===== src/rtl/exception_sequencer_pkg.sv =====
// Shared encodings for the exception sequencer: FSM states, target kinds,
// status-register-file select codes and vector offsets.
package exception_sequencer_pkg;

   typedef enum logic [2:0] {
      ST_IDLE    = 3'd0,
      ST_SAVE    = 3'd1,
      ST_SWITCH  = 3'd2,
      ST_LINK    = 3'd3,
      ST_RESTORE = 3'd4
   } state_e;

   typedef enum logic [1:0] {
      TGT_FIQ = 2'd0,
      TGT_IRQ = 2'd1,
      TGT_UND = 2'd2,
      TGT_SVC = 2'd3
   } tgt_e;

   // Change_M bank-select codes
   localparam logic [2:0] MODE_CUR = 3'd0;
   localparam logic [2:0] MODE_FIQ = 3'd1;
   localparam logic [2:0] MODE_IRQ = 3'd2;
   localparam logic [2:0] MODE_SVC = 3'd3;
   localparam logic [2:0] MODE_UND = 3'd4;

   // W_CPSR_s source-select codes
   localparam logic [2:0] SEL_SPSR = 3'd0;
   localparam logic [2:0] SEL_IRQ  = 3'd2;
   localparam logic [2:0] SEL_FIQ  = 3'd3;
   localparam logic [2:0] SEL_SVC  = 3'd4;
   localparam logic [2:0] SEL_UND  = 3'd5;

   localparam logic [31:0] VOFF_UND = 32'h0000_0004;
   localparam logic [31:0] VOFF_SVC = 32'h0000_0008;
   localparam logic [31:0] VOFF_IRQ = 32'h0000_0018;
   localparam logic [31:0] VOFF_FIQ = 32'h0000_001C;

   function automatic logic [2:0] mode_code(tgt_e t);
      case (t)
         TGT_FIQ: mode_code = MODE_FIQ;
         TGT_IRQ: mode_code = MODE_IRQ;
         TGT_UND: mode_code = MODE_UND;
         default: mode_code = MODE_SVC;
      endcase
   endfunction

   function automatic logic [2:0] cpsr_sel(tgt_e t);
      case (t)
         TGT_FIQ: cpsr_sel = SEL_FIQ;
         TGT_IRQ: cpsr_sel = SEL_IRQ;
         TGT_UND: cpsr_sel = SEL_UND;
         default: cpsr_sel = SEL_SVC;
      endcase
   endfunction

   function automatic logic [31:0] vec_offset(tgt_e t);
      case (t)
         TGT_FIQ: vec_offset = VOFF_FIQ;
         TGT_IRQ: vec_offset = VOFF_IRQ;
         TGT_UND: vec_offset = VOFF_UND;
         default: vec_offset = VOFF_SVC;
      endcase
   endfunction

endpackage


===== src/rtl/exception_sequencer_sync_2ff.sv =====
// Flop-chain synchroniser for asynchronous level inputs; depth set by STAGES (>= 2).
module sync_2ff #(
   parameter int STAGES = 2
) (
   input  logic clk,
   input  logic rst_n,
   input  logic d_i,
   output logic q_o
);

   logic [STAGES-1:0] chain_q;

   always_ff @(posedge clk or negedge rst_n) begin
      if (!rst_n) chain_q <= '0;
      else        chain_q <= {chain_q[STAGES-2:0], d_i};
   end

   assign q_o = chain_q[STAGES-1];

endmodule


===== src/rtl/exception_sequencer.sv =====
// Exception entry/return sequencer producing SPSR/CPSR/LR/PC write controls
// for the status register file; every output is a registered copy of the next state.
//
//   state      | meaning
//   -----------+-----------------------------------------------------
//   ST_IDLE    | no sequence; arbitrate at instruction boundaries
//   ST_SAVE    | bank CPSR into target-mode SPSR
//   ST_SWITCH  | load CPSR with target mode/mask
//   ST_LINK    | write banked LR = epc+4, load vector PC
//   ST_RESTORE | CPSR <- current-mode SPSR (exception return)
module exception_sequencer
   import exception_sequencer_pkg::*;
#(
   parameter logic [31:0] VEC_BASE    = 32'h0000_0000,
   parameter int          SYNC_STAGES = 2
) (
   input  logic        clk,
   input  logic        rst_n,
   input  logic        irq,
   input  logic        fiq,
   input  logic        und_req,
   input  logic        svc_req,
   input  logic        eret_req,
   input  logic        boundary,
   input  logic [1:0]  cpsr_if,
   input  logic [31:0] epc,
   output logic        W_SPSR_s,
   output logic        Write_SPSR,
   output logic [2:0]  W_CPSR_s,
   output logic        Write_CPSR,
   output logic [2:0]  Change_M,
   output logic        lr_we,
   output logic [31:0] lr_data,
   output logic        pc_load,
   output logic [31:0] pc_vector,
   output logic        stall,
   output logic        busy
);

   logic irq_s, fiq_s;

   sync_2ff #(.STAGES(SYNC_STAGES)) u_sync_irq (.clk(clk), .rst_n(rst_n), .d_i(irq), .q_o(irq_s));
   sync_2ff #(.STAGES(SYNC_STAGES)) u_sync_fiq (.clk(clk), .rst_n(rst_n), .d_i(fiq), .q_o(fiq_s));

   state_e      state_q, state_d;
   tgt_e        tgt_q, tgt_d;
   logic [31:0] epc_q, epc_d;
   logic        und_p_q, und_p_d, svc_p_q, svc_p_d, eret_p_q, eret_p_d;
   logic        take_und, take_svc, take_eret;
   logic        fiq_ok, irq_ok;

   assign fiq_ok = fiq_s & ~cpsr_if[0];
   assign irq_ok = irq_s & ~cpsr_if[1];

   always_comb begin
      state_d   = state_q;
      tgt_d     = tgt_q;
      epc_d     = epc_q;
      take_und  = 1'b0;
      take_svc  = 1'b0;
      take_eret = 1'b0;
      case (state_q)
         ST_IDLE: begin
            if (boundary) begin
               if (eret_p_q) begin
                  state_d   = ST_RESTORE;
                  take_eret = 1'b1;
               end else if (fiq_ok || irq_ok || und_p_q || svc_p_q) begin
                  state_d = ST_SAVE;
                  epc_d   = epc;
                  if (fiq_ok)       tgt_d = TGT_FIQ;
                  else if (irq_ok)  tgt_d = TGT_IRQ;
                  else if (und_p_q) begin
                     tgt_d    = TGT_UND;
                     take_und = 1'b1;
                  end else begin
                     tgt_d    = TGT_SVC;
                     take_svc = 1'b1;
                  end
               end
            end
         end
         ST_SAVE:   state_d = ST_SWITCH;
         ST_SWITCH: state_d = ST_LINK;
         default:   state_d = ST_IDLE;
      endcase
   end

   // A fresh pulse re-arms the latch even in the cycle the old request is taken.
   assign und_p_d  = und_req  | (und_p_q  & ~take_und);
   assign svc_p_d  = svc_req  | (svc_p_q  & ~take_svc);
   assign eret_p_d = eret_req | (eret_p_q & ~take_eret);

   logic        w_spsr_s_d, write_spsr_d, write_cpsr_d, lr_we_d, pc_load_d, busy_d;
   logic [2:0]  w_cpsr_s_d, change_m_d;
   logic [31:0] lr_data_d, pc_vector_d;

   always_comb begin
      w_spsr_s_d   = 1'b0;
      write_spsr_d = 1'b0;
      w_cpsr_s_d   = SEL_SPSR;
      write_cpsr_d = 1'b0;
      change_m_d   = MODE_CUR;
      lr_we_d      = 1'b0;
      lr_data_d    = '0;
      pc_load_d    = 1'b0;
      pc_vector_d  = '0;
      busy_d       = (state_d != ST_IDLE);
      case (state_d)
         ST_SAVE: begin
            change_m_d   = mode_code(tgt_d);
            w_spsr_s_d   = 1'b1;
            write_spsr_d = 1'b1;
         end
         ST_SWITCH: begin
            w_cpsr_s_d   = cpsr_sel(tgt_d);
            write_cpsr_d = 1'b1;
         end
         ST_LINK: begin
            lr_we_d     = 1'b1;
            lr_data_d   = epc_q + 32'd4;
            pc_load_d   = 1'b1;
            pc_vector_d = VEC_BASE + vec_offset(tgt_d);
         end
         ST_RESTORE: write_cpsr_d = 1'b1;
         default: ;
      endcase
   end

   logic        w_spsr_s_q, write_spsr_q, write_cpsr_q, lr_we_q, pc_load_q, busy_q;
   logic [2:0]  w_cpsr_s_q, change_m_q;
   logic [31:0] lr_data_q, pc_vector_q;

   always_ff @(posedge clk or negedge rst_n) begin
      if (!rst_n) begin
         state_q      <= ST_IDLE;
         tgt_q        <= TGT_FIQ;
         epc_q        <= '0;
         und_p_q      <= 1'b0;
         svc_p_q      <= 1'b0;
         eret_p_q     <= 1'b0;
         w_spsr_s_q   <= 1'b0;
         write_spsr_q <= 1'b0;
         w_cpsr_s_q   <= '0;
         write_cpsr_q <= 1'b0;
         change_m_q   <= '0;
         lr_we_q      <= 1'b0;
         lr_data_q    <= '0;
         pc_load_q    <= 1'b0;
         pc_vector_q  <= '0;
         busy_q       <= 1'b0;
      end else begin
         state_q      <= state_d;
         tgt_q        <= tgt_d;
         epc_q        <= epc_d;
         und_p_q      <= und_p_d;
         svc_p_q      <= svc_p_d;
         eret_p_q     <= eret_p_d;
         w_spsr_s_q   <= w_spsr_s_d;
         write_spsr_q <= write_spsr_d;
         w_cpsr_s_q   <= w_cpsr_s_d;
         write_cpsr_q <= write_cpsr_d;
         change_m_q   <= change_m_d;
         lr_we_q      <= lr_we_d;
         lr_data_q    <= lr_data_d;
         pc_load_q    <= pc_load_d;
         pc_vector_q  <= pc_vector_d;
         busy_q       <= busy_d;
      end
   end

   assign W_SPSR_s   = w_spsr_s_q;
   assign Write_SPSR = write_spsr_q;
   assign W_CPSR_s   = w_cpsr_s_q;
   assign Write_CPSR = write_cpsr_q;
   assign Change_M   = change_m_q;
   assign lr_we      = lr_we_q;
   assign lr_data    = lr_data_q;
   assign pc_load    = pc_load_q;
   assign pc_vector  = pc_vector_q;
   assign stall      = busy_q;
   assign busy       = busy_q;

endmodule


===== config.mk =====
export PLATFORM = sky130hd
export DESIGN_NAME = exception_sequencer
export DESIGN_NICKNAME = d
export VERILOG_FILES = /design/src/rtl/exception_sequencer_pkg.sv /design/src/rtl/exception_sequencer_sync_2ff.sv /design/src/rtl/exception_sequencer.sv
export SDC_FILE = /design/constraint.sdc
export NUM_CORES = 1
export LEC_CHECK = 0
export CAP_MARGIN = 20
export CORE_ASPECT_RATIO = 1.1
export CORE_MARGIN = 1.5
export CORE_UTILIZATION = 25
export DETAILED_ROUTE_END_ITERATION = 7
export PLACE_DENSITY_LB_ADDON = 0.05
export REMOVE_ABC_BUFFERS = 1
export SLEW_MARGIN = 20
export SYNTH_ARGS = -nofsm -noshare
export SYNTH_HDL_FRONTEND = slang
export SYNTH_SLANG_ARGS = --single-unit

===== constraint.sdc =====
create_clock -name clk -period 3.1 [get_ports clk]
set_input_delay 0.31 -clock clk [delete_from_list [all_inputs] [get_ports clk]]
set_output_delay 0.31 -clock clk [all_outputs]
set_load 0.005 [all_outputs]

After elaboration in Yosys (flattened, before gate mapping):

Cells that the tools add are included.

* output and inout bits: 77
* bits of input ports: 42
* latch bits: 0
* bits in registers: 118
* RAM bits: 0
* bits in read-only memories: 0
* memories: 0

* bitwise gates (word level): 14
* eq/ne operators: 8
* add/subtract/negate cells: 1
* divide/modulo/power cells: 0
* magnitude comparators: 0
* $mul: 0
* reductions and logical operators: 8
* multiplexer cells: 38
* shift operators: 0

Operator list (number)
* $add A32 B3 Y32 const B: 1
* $mux W32: 1
* $pmux W3 S3: 3
* $mux W1: 21
* $mux W3: 5
* $pmux W5 S3: 1
* $mux W2: 6
* $eq A3 B2 Y1 const B: 3
* $eq A3 B1 Y1 const B: 2
* $not A1 Y1: 6
* $and A1 B1 Y1: 5
* $mux W5: 1
* $reduce_and A4 Y1: 1
* $eq A3 B3 Y1 const B: 1
* $logic_not A3 Y1: 1
* $logic_or A1 B1 Y1: 3
* $or A1 B1 Y1: 3
* $reduce_bool A3 Y1: 1
* $eq A2 B1 Y1 const B: 1
* $eq A2 B2 Y1 const B: 1
* $logic_not A2 Y1: 1
* $reduce_or A2 Y1: 1

Longest topological paths before layout:

Gate-level depths: netlist of the first run.

* depth after elaboration: 12
* gate-level depth with buffers: 11
* gate-level depth less buffers: 9

Hierarchy:

Synthesis of the first run repeated with hierarchy kept, for this count alone.

* cells, all modules: 337
* area, all modules: 3938.8 µm²

Modules (own cells, without submodules)
* exception_sequencer: instances 1, area each 3838.7 µm², cells an instance 333
* sync_2ff: instances 2, area each 50.0 µm², cells an instance 2

Least setup slack after synthesis of the first run:

OpenSTA, ideal clock, no wires.

* kind: reg2reg
* start point: reg state_q[2]
* end point: reg change_m_q[0], in the netlist Change_M[0]
* period minus slack after synthesis: 2369 ps
* arrival: 2250 ps
* library setup time: 119 ps
* cell stages (with the launch flop): 11
* path slack: 731 ps
* cells stage by stage: dfrtp_1 -> or4b_4 -> nand2b_1 -> a21o_1 -> inv_2 -> buf_6 -> buf_4 -> o22ai_1 -> inv_1 -> ha_1 -> and2_1

* elaborated cells between the ends (all ways): 14

RTL lines
* start, declared: line exception_sequencer.sv:45 `state_e state_q, state_d;`
* start signal, assigned: line exception_sequencer.sv:153 `state_q <= state_d;`
* $logic_not A3 Y1 *: line exception_sequencer.sv:62 `case (state_q)`
* $mux W2 *: line exception_sequencer.sv:62
* via tgt_d[1]: line exception_sequencer.sv:46 `tgt_e tgt_q, tgt_d;`
* $eq A2 B2 Y1, or another cell as far along: line exception_sequencer_pkg.sv:40 `case (t)`
* $pmux W3 S3 *: line exception_sequencer_pkg.sv:40
* $mux W3 *: line exception_sequencer.sv:109 `case (state_d)`
* via change_m_d[0]: line exception_sequencer.sv:95 `logic [2:0] w_cpsr_s_d, change_m_d;`
* end signal, assigned: line exception_sequencer.sv:163 `change_m_q <= change_m_d;`
* end, declared: line exception_sequencer.sv:131 `logic [2:0] w_cpsr_s_q, change_m_q;`

The timed path passes the listed nets; every way through them passes the cells marked *.
A chain may end at the register's enable or synchronous reset.

Worst setup path in the final report of the first run:

* start point: reg epc_q[2]
* end point: reg lr_data_q[30], in the netlist lr_data[30]

* cells in the longest elaborated chain, start to end: 2

Ends and longest elaborated chain
* start, declared: line exception_sequencer.sv:47 `logic [31:0] epc_q, epc_d;`
* start signal, assigned: line exception_sequencer.sv:155 `epc_q <= epc_d;`
* $add A32 B3 Y32: line exception_sequencer.sv:121 `lr_data_d = epc_q + 32'd4;`
* $mux W32: line exception_sequencer.sv:109
* via lr_data_d[30]: line exception_sequencer.sv:96 `logic [31:0] lr_data_d, pc_vector_d;`
* end signal, assigned: line exception_sequencer.sv:165 `lr_data_q <= lr_data_d;`
* end, declared: line exception_sequencer.sv:132 `logic [31:0] lr_data_q, pc_vector_q;`

The timed path passes the listed nets, and every way through them passes these cells.

==> results of run 1 <==
-- repair_timing --
item,4_1_cts,5_1_grt
hold buffers,1,0
endpoints found under the hold margin,41,0
gates resized for setup,0,0
-- stage by stage --
stage / power, mW / util, % / instance area [sq um] / setup slack (ns) / std cells
floorplan: 2.58 / - / 3790 / 0.517 / 336
global placement: 3.34 / 31.9 / 4970 / 0.505 / 630
detailed placement: 3.35 / 31.9 / 4970 / 0.473 / 630
CTS: 4.42 / 33.7 / 5260 / 0.675 / 647
global route: 4.67 / 33.7 / 5260 / 0.506 / 647
finish: 4.34 / 33.7 / 5260 / 0.683 / 647
-- layout make-up --
cell class	count	area [sq um]	area share (%)
well taps	200	250	4.76
clock buffers	13	260	4.95
repair buffers	95	948	18.0
clock inverters	3	15.0	0.285
flip-flops and latches	89	2230	42.3
inverters	8	30.0	0.571
multi-input cells	239	1530	29.1
-- flip-flops by register name, indices dropped and copies added (netlist names), 2 cells and up --
name,flops
state_q,3
u_sync_fiq.chain_q,2
pc_vector,3
Change_M,3
epc_q,32
W_CPSR_s,3
lr_data,32
tgt_q,2
u_sync_irq.chain_q,2
-- path summary, 6_finish.rpt --
kind | cells after the start | endpoint | start | slack [ns]
min in group asynchronous | 2 | lr_data[0] | rst_n | 0.51
worst min register to register | 0 | u_sync_fiq.chain_q[1] | u_sync_fiq.chain_q[0] | 0.35
worst min-delay path | 0 | u_sync_fiq.chain_q[1] | u_sync_fiq.chain_q[0] | 0.35
max in group asynchronous | 3 | u_sync_irq.chain_q[1] | rst_n | 1.93
worst max register to register | 5 | lr_data[30] | epc_q[2] | 0.68
worst max-delay path | 5 | lr_data[30] | epc_q[2] | 0.68
-- logic make-up (layout without fill, tap and decap cells) --
family | count (synthesis) | in the layout | synth area share [%]
simple gates | 118 | 118 | 15.4
flops | 89 | 89 | 56.0
buf+inv | 50 | 119 | 8.27
compound gates | 42 | 42 | 6.73
mux | 32 | 32 | 8.99
xor+xnor | 12 | 12 | 2.64
fa+ha+maj | 6 | 6 | 1.89
other cells | 1 | 29 | 0.0942
-- power by group --
part	leakage, nW	switching (mW)	total, mW	internal [mW]
registers	1.14	0.370	1.95	1.58
logic	0.994	0.573	1.35	0.780
clock network	0.139	0.446	1.03	0.584
-- placed cells by master (no fill, tap or decap), types with 2 or more instances in the layout --
master,count
ha_1,6
and4_1,2
or3_1,4
or4_1,8
clkbuf_16,9
a31o_2,2
and2_1,6
and3_1,3
clkinv_2,3
o31ai_1,3
mux2_2,30
nand4_1,10
nand2b_1,5
nand3_1,12
nand2_1,23
clkdlybuf4s50_1,88
clkbuf_8,2
mux2i_1,2
nor3_1,6
conb_1,29
xor2_1,6
o21ai_0,10
inv_1,7
a31oi_1,3
a41o_1,3
clkbuf_1,2
nor2_1,32
dfrtp_1,89
buf_4,5
a21oi_1,12
a21o_1,5
xnor2_1,6
-- worst register-to-register path, cell delays in order, from the launching register on --
cell and delay [ns]:
dfrtp_1 0.46, ha_1 0.29, nand2_1 0.16, or4_1 0.72, or4_1 0.53, a21oi_1 0.18
-- per-layer routing --
layer	global-route usage [%]	vias to the layer above
met1	15.9	1381
met5	0	-
met3	3.37	13
met2	19.3	68
met4	4.60	0
li1	-	1347
==> results.yml, run 1 <==
global_routing:
  overflow: 0
  grt_pass1_vias: 2856
  antenna_found_initial: 0
  grtUsageTotal_pct: 12.2
  grt_max_degree: 49
  grt_pass1_wl_microns: 15200
sta:
  finalCritPeriodShare_pct: 78.0
  final-hold-violation-count: 0
  drv_slew: 0
  fin_skew_ns: 0.00851
  hold_slack_ns: 0.350
  max_freq_ghz: 0.414
  rsz0062_at_grt: "false"
  slew_headroom_pct: 57.5
  tightestPinTransition_ns: 0.636
  period_needed_ns: 2.42
  setup_viol: 0
  setup_tns_ns: 0
die:
  placementRows: 48
  die_area_sq_mm: 0.0167
  core-area_sq_mm: 0.0156
  start_util_pct: 25.5
  chipHeight_microns: 135
  chipWidth_microns: 123
  pin_count: 119
logic_synthesis:
  yosysMostFrequentCell: "dfrtp_1"
  synth_common_cells: "dfrtp_1, buf_4, nor2_1"
  synth-seq-cells: 89
  syn_inst: 350
  ys_types: 43
  yosysTopAreaCell: "dfrtp_1"
  syn_avg_cell_area_sq_um: 11.4
  async_reset_ff_share_pct: 100
  synthTopCellsByArea: "dfrtp_1, mux2_2, buf_4, nor2_1, nand2_1"
  syn-cell-area_sq_mm: 0.00398
  ys_warn_count: 0
  synth.top_cell.area_share_pct: 56.0
  synth-edff-count: 0
  ys_seq_area_share_pct: 56.0
  synth_ff_type: "dfrtp_1"
critical_path:
  cp-start-kind: "flop"
  crit_chain: "ha_1, nand2_1, or4_1, or4_1, a21oi_1"
  cp_common_cell: "or4_1"
  cp_max_fo: 10
  slowest_stage: "or4_1"
  critical-path-top-delay-family: "simple AND/OR/NAND/NOR gates"
  required_ns: 3.36
  path_class: "flop to flop"
  endpoint_kind: "flop"
  worstPathArrival_ns: 2.68
  crit_buf_inv: 0
  max_stage_delay_ns: 0.71
outcome:
  status: "complete, no violations"
clock_tree:
  cts.sinks: 89
  cts-root-buf: "clkbuf_16"
  cts_tree: "built"
  clk_pin_slew_worst_paths_ns: 0.06
  clock_latency_ns: 0.34
  ctsHtreeMaxLevel: 3
  cts_buffers: 9
  ctsLongestPathBuffers: 2
  postCtsSetupBuffers: 0
final_layout:
  nets: 490
  antenna_cells: 0
  drive_gt1_share_pct: 13.0
  final.fill_count: 1606
  area_growth_syn_to_layout_pct: 32.2
route:
  met3_length_microns: 418
  drtAntennaViolNets: 0
  routed_wl_microns: 9640
  met1_length_microns: 4490
  drc: 0
  met2_length_microns: 4590
  drt_iter0_markers: 110
  viasPerCell: 4.34
  dr.pass1.iters: 4
  wl_per_cell_microns: 14.9
  route.top_layer_used: "met4"
  vias: 2809
place:
  post-dp-hpwl_microns: 6700
  routabilityCongestion: 0.727
  port_buffers: 89
hold_path:
  min_path_type: "flop to flop"
power:
  vdd_drop_max_v: 0.000275
  power_density_mw_per_mm2: 824
  cellLeakagePower_nw: 2.27
run:
  maxCapViolations: 0
Power figures use the tool's default switching activity.
==> run 2, diff against run 1 <==
- clock period: 3.1 -> 2.1 ns (I/O delays scaled with it)
==> results.yml, run 2 (synthesized netlist as in run 1, its figures left out) <==
sta:
  period_needed_ns: 2.07
  fin_skew_ns: 0.00510
  drv_slew: 0
  setup_tns_ns: 0
  setup_viol: 0
  rsz0062_at_grt: "true"
  max_freq_ghz: 0.484
  final-hold-violation-count: 0
  finalCritPeriodShare_pct: 98.5
die:
  core-area_sq_mm: 0.0156
  chipHeight_microns: 135
  die_area_sq_mm: 0.0167
  start_util_pct: 25.5
  placementRows: 48
  pin_count: 119
  chipWidth_microns: 123
critical_path:
  slowest_stage: "or4b_4"
  crit_chain: "or4b_4, nand2b_4, a21o_1, inv_2, buf_12, mux2_2"
  worstPathArrival_ns: 2.29
  path_class: "flop to flop"
  required_ns: 2.32
  cp-start-kind: "flop"
  r2r.worst_path.cells: 6
  rrSetupSlack_ns: 0.03
  max_stage_delay_ns: 0.53
  worst_r2r_endpoint: "epc_q[30]"
  r2r_start: "state_q[0]"
  cp_max_fo: 35
  endpoint_kind: "flop"
clock_tree:
  ctsHtreeMaxLevel: 3
  clk_pin_slew_worst_paths_ns: 0.06
  cts_buffers: 9
  cts_tree: "built"
  cts.sinks: 89
  ctsLongestPathBuffers: 2
  cts-root-buf: "clkbuf_16"
  clock_latency_ns: 0.34
power:
  comb_power_share_pct: 39.5
  cellLeakagePower_nw: 2.50
  switching_share_pct: 31.0
  switchingPower_mw: 2.15
  p_total_mw: 6.92
  internal_power_mw: 4.77
  vdd_drop_max_v: 0.000457
  pwr-share-clk_pct: 21.4
  seqPwrFrac_pct: 39.1
  power_density_mw_per_mm2: 1220
global_routing:
  antenna_found_initial: 0
  grt_pass1_wl_microns: 15800
  grt_pass1_vias: 3055
  grt_max_degree: 90
  grtUsageTotal_pct: 12.6
  overflow: 0
route:
  routed_wl_microns: 9870
  drtAntennaViolNets: 0
  dr.pass1.iters: 4
  viasPerCell: 4.29
  vias: 2964
  wl_per_cell_microns: 14.3
  drc: 0
  drt_iter0_markers: 89
final_layout:
  antenna_cells: 0
  area_growth_syn_to_layout_pct: 42.8
  drive_gt1_share_pct: 23.0
  final_common_cell: "dfrtp_1"
  fin_cells: 691
  final_core_util_pct: 36.4
  nets: 536
  layout_common_cells: "dfrtp_1, clkdlybuf4s50_1, buf_4"
outcome:
  status: "complete, no violations"
place:
  port_buffers: 89
  place_inst: 673
  routabilityCongestion: 0.737
  post-dp-hpwl_microns: 7010
hold_path:
  hp-start: "fiq"
  whs_path_depth: 1
  min_to: "u_sync_fiq.chain_q[0]"
  min_path_type: "input pin to flop"
run:
  maxCapViolations: 0
[run 2: cell count changes in the layout (fill, tap and decap cells not counted), moves of 2 or more]
| cell | previous run | this run |
|---|---|---|
| buf_6 | 0 | 2 |
| clkinv_2 | 3 | 0 |
| ha_1 | 6 | 3 |
| nor2_2 | 0 | 2 |
| ha_2 | 0 | 2 |
| buf_4 | 5 | 48 |
| nor2_1 | 32 | 28 |
| nor2_4 | 0 | 2 |
[run 2: worst max path at each step]
stage / end / startpoint / slack [ns]
6_report: epc_q[30] / state_q[0] / 0.03
5_1_grt: epc_q[4] / state_q[0] / -0.04
4_1_cts: W_CPSR_s[1] / state_q[2] / 0.001
3_5_place_dp: W_CPSR_s[1] / boundary / -0.31
3_3_place_gp: W_CPSR_s[1] / boundary / -0.29
2_1_floorplan: Change_M[0] / state_q[2] / -0.48
[run 2: per-stage QoR]
step                area (sq um)  worst slack (ns)  hold WS, ns
floorplan                   3790            -0.483      -0.0856
global placement            5310            -0.288        0.302
detailed placement          5310            -0.311        0.305
CTS                         5610          0.000979        0.294
global route                5690           -0.0447        0.307
finish                      5690            0.0322        0.311
[run 2: power by group through the flow]
| stage | combinational (mW) | sequential, mW | clock [mW] |
|---|---|---|---|
| global placement | 2.64 | 2.73 | 0 |
| detailed placement | 2.67 | 2.72 | 0 |
| floorplan | 0.997 | 2.81 | 0 |
| global route | 3.05 | 2.79 | 1.60 |
| CTS | 2.71 | 2.71 | 1.55 |
| finish | 2.74 | 2.70 | 1.48 |
[run 2: layout make-up]
type / instances / area, sq um
inverter: 8 / 30.0
sequential: 89 / 2230
clock buffer: 14 / 264
fill: 1602 / 9930
tap: 200 / 250
multi-input combinational: 239 / 1600
timing repair buffer: 141 / 1310
[run 2: metal layers]
layer  track usage, %  vias up  share of wire, %  routed length [microns]
met5                0        -                 0                        0
met1             16.4     1451                46                     4500
met4             5.56        0               1.9                      188
met2             20.1       67                48                     4760
li1                 -     1434                 -                        -
met3             2.90       12               4.2                      418
[run 2: repair_timing]
action / in CTS / in global routing
endpoints found under the setup margin: 4 / 36
buffers inserted: 1 / 2
pin swaps: 2 / 6
hold endpoints to repair: 89 / 0
resized for setup: 3 / 16
hold buffers: 1 / 0
[run 2: critical path: cells and delay by family (launching register included)]
family / cells / cell delay, ns
and+or+nand+nor: 2 / 0.68
DFF: 1 / 0.38
muxes: 1 / 0.36
buffers and inverters: 2 / 0.33
AOI/OAI and AO/OA: 1 / 0.19
==> run 3, diff against run 2 <==
- CORE_UTILIZATION: 25 -> 43
==> results.yml, run 3 (synthesized netlist as in run 1, its figures left out) <==
outcome:
  status: "complete, no violations"
critical_path:
  cp_max_fo: 6
  required_ns: 2.33
  path_class: "flop to flop"
  endpoint_kind: "flop"
  cp-start-kind: "flop"
  worstPathArrival_ns: 2.33
final_layout:
  design_area_sq_mm: 0.00553
  antenna_cells: 0
  area_growth_syn_to_layout_pct: 38.9
  drive_gt1_share_pct: 22.5
  final_common_cell: "dfrtp_1"
  layout_common_cells: "dfrtp_1, clkdlybuf4s50_1, buf_4"
  nets: 528
power:
  internal_power_mw: 4.54
  switching_share_pct: 31.2
  cellLeakagePower_nw: 2.44
  switchingPower_mw: 2.06
  pwr-share-clk_pct: 19.5
  comb_power_share_pct: 39.0
  p_total_mw: 6.60
  power_density_mw_per_mm2: 1200
  seqPwrFrac_pct: 41.5
  vdd_drop_max_v: 0.000666
clock_tree:
  clk_pin_slew_worst_paths_ns: 0.09
  cts_buffers: 9
  ctsHtreeMaxLevel: 3
  ctsLongestPathBuffers: 2
  cts.sinks: 89
  cts_tree: "built"
  clock_latency_ns: 0.35
  cts-root-buf: "clkbuf_8"
sta:
  rsz0062_at_grt: "true"
  period_needed_ns: 2.09
  drv_slew: 0
  finalCritPeriodShare_pct: 99.8
  hold_slack_ns: 0.305
  final-hold-violation-count: 0
  fin_skew_ns: 0.0121
  max_freq_ghz: 0.477
  setup_viol: 0
place:
  routabilityCongestion: 0.778
  post-dp-hpwl_microns: 5970
  port_buffers: 89
  placed_cell_area_sq_mm: 0.00512
global_routing:
  grt_pass1_wl_microns: 13400
  antenna_found_initial: 0
  grt_max_degree: 64
  overflow: 0
  grt_pass1_vias: 2742
  grtUsageTotal_pct: 17.9
route:
  wl_per_cell_microns: 14.6
  drt_iter0_markers: 149
  vias: 2962
  drtAntennaViolNets: 0
  dr.pass1.iters: 4
  viasPerCell: 4.94
  drc: 0
  routed_wl_microns: 8720
die:
  chipHeight_microns: 104
  placementRows: 36
  start_util_pct: 44.6
  pin_count: 119
  core-area_sq_mm: 0.00892
  chipWidth_microns: 94.7
  die_area_sq_mm: 0.00984
run:
  maxCapViolations: 0
hold_path:
  min_path_type: "input pin to asynchronous set/reset pin"
## run 3: cell type report
class | instances | area [sq um]
Inverter | 8 | 35.0
Sequential cell | 89 | 2230
Fill cell | 739 | 3390
Clock buffer | 12 | 145
Tap cell | 114 | 143
Timing Repair Buffer | 133 | 1300
Multi-Input combinational cell | 239 | 1600
Clock inverter | 4 | 76.3
## run 3: worst max-delay path: stages (launching register included)
cell      delay, ns
dfrtp_1        0.40
or4b_4         0.55
nand2b_4       0.16
a21o_1         0.20
buf_6          0.15
a21o_1         0.18
ha_2           0.18
nor2_2         0.10
nor2_1         0.06
## run 3: path summary, 6_finish.rpt
check,cells past startpoint,start,slack [ns],endpoint
worst max-delay path,8,state_q[1],0.005,pc_vector[4]
worst min-delay path,2,rst_n,0.31,lr_data[1]
worst max register to register,8,state_q[1],0.005,pc_vector[4]
worst min register to register,0,u_sync_irq.chain_q[0],0.36,u_sync_irq.chain_q[1]
max in group asynchronous,3,rst_n,1.14,epc_q[10]
min in group clk,1,irq,0.31,u_sync_irq.chain_q[0]
## run 3: repair_timing
item	4_1_cts	5_1_grt
endpoints found under the hold margin	26	0
gates resized for setup	3	20
cloned	0	3
buffers inserted	0	3
pin swaps	2	9
endpoints found under the setup margin	5	37
hold buffers	1	0
## run 3: metal layers
| layer | up-vias | global-route usage (%) | share of wire, % |
|---|---|---|---|
| met5 | - | 0 | 0 |
| met3 | 9 | 4.90 | 5.0 |
| met1 | 1449 | 23.3 | 44 |
| met4 | 0 | 4.48 | 0.81 |
| met2 | 84 | 29.4 | 50 |
| li1 | 1420 | - | - |
## run 3: power by group through the flow
stage	combinational, mW	clock, mW	sequential (mW)
2_1_floorplan	0.997	0	2.81
3_3_place_gp	2.40	0	2.75
3_5_place_dp	2.44	0	2.76
4_1_cts	2.47	1.32	2.73
5_1_grt	2.84	1.40	2.83
6_report	2.57	1.29	2.74
## run 3: through the flow
| stage | std cells | utilization (%) | TNS (ns) | setup slack, ns |
|---|---|---|---|---|
| 6_report | 599 | 62.0 | 0 | 0.00509 |
| 3_3_place_gp | 576 | 57.4 | -6.45 | -0.235 |
| 2_1_floorplan | 336 | - | -7.02 | -0.483 |
| 4_1_cts | 593 | 60.2 | 0 | 0.00279 |
| 5_1_grt | 599 | 62.0 | -0.242 | -0.0559 |
| 3_5_place_dp | 576 | 57.4 | -8.12 | -0.318 |
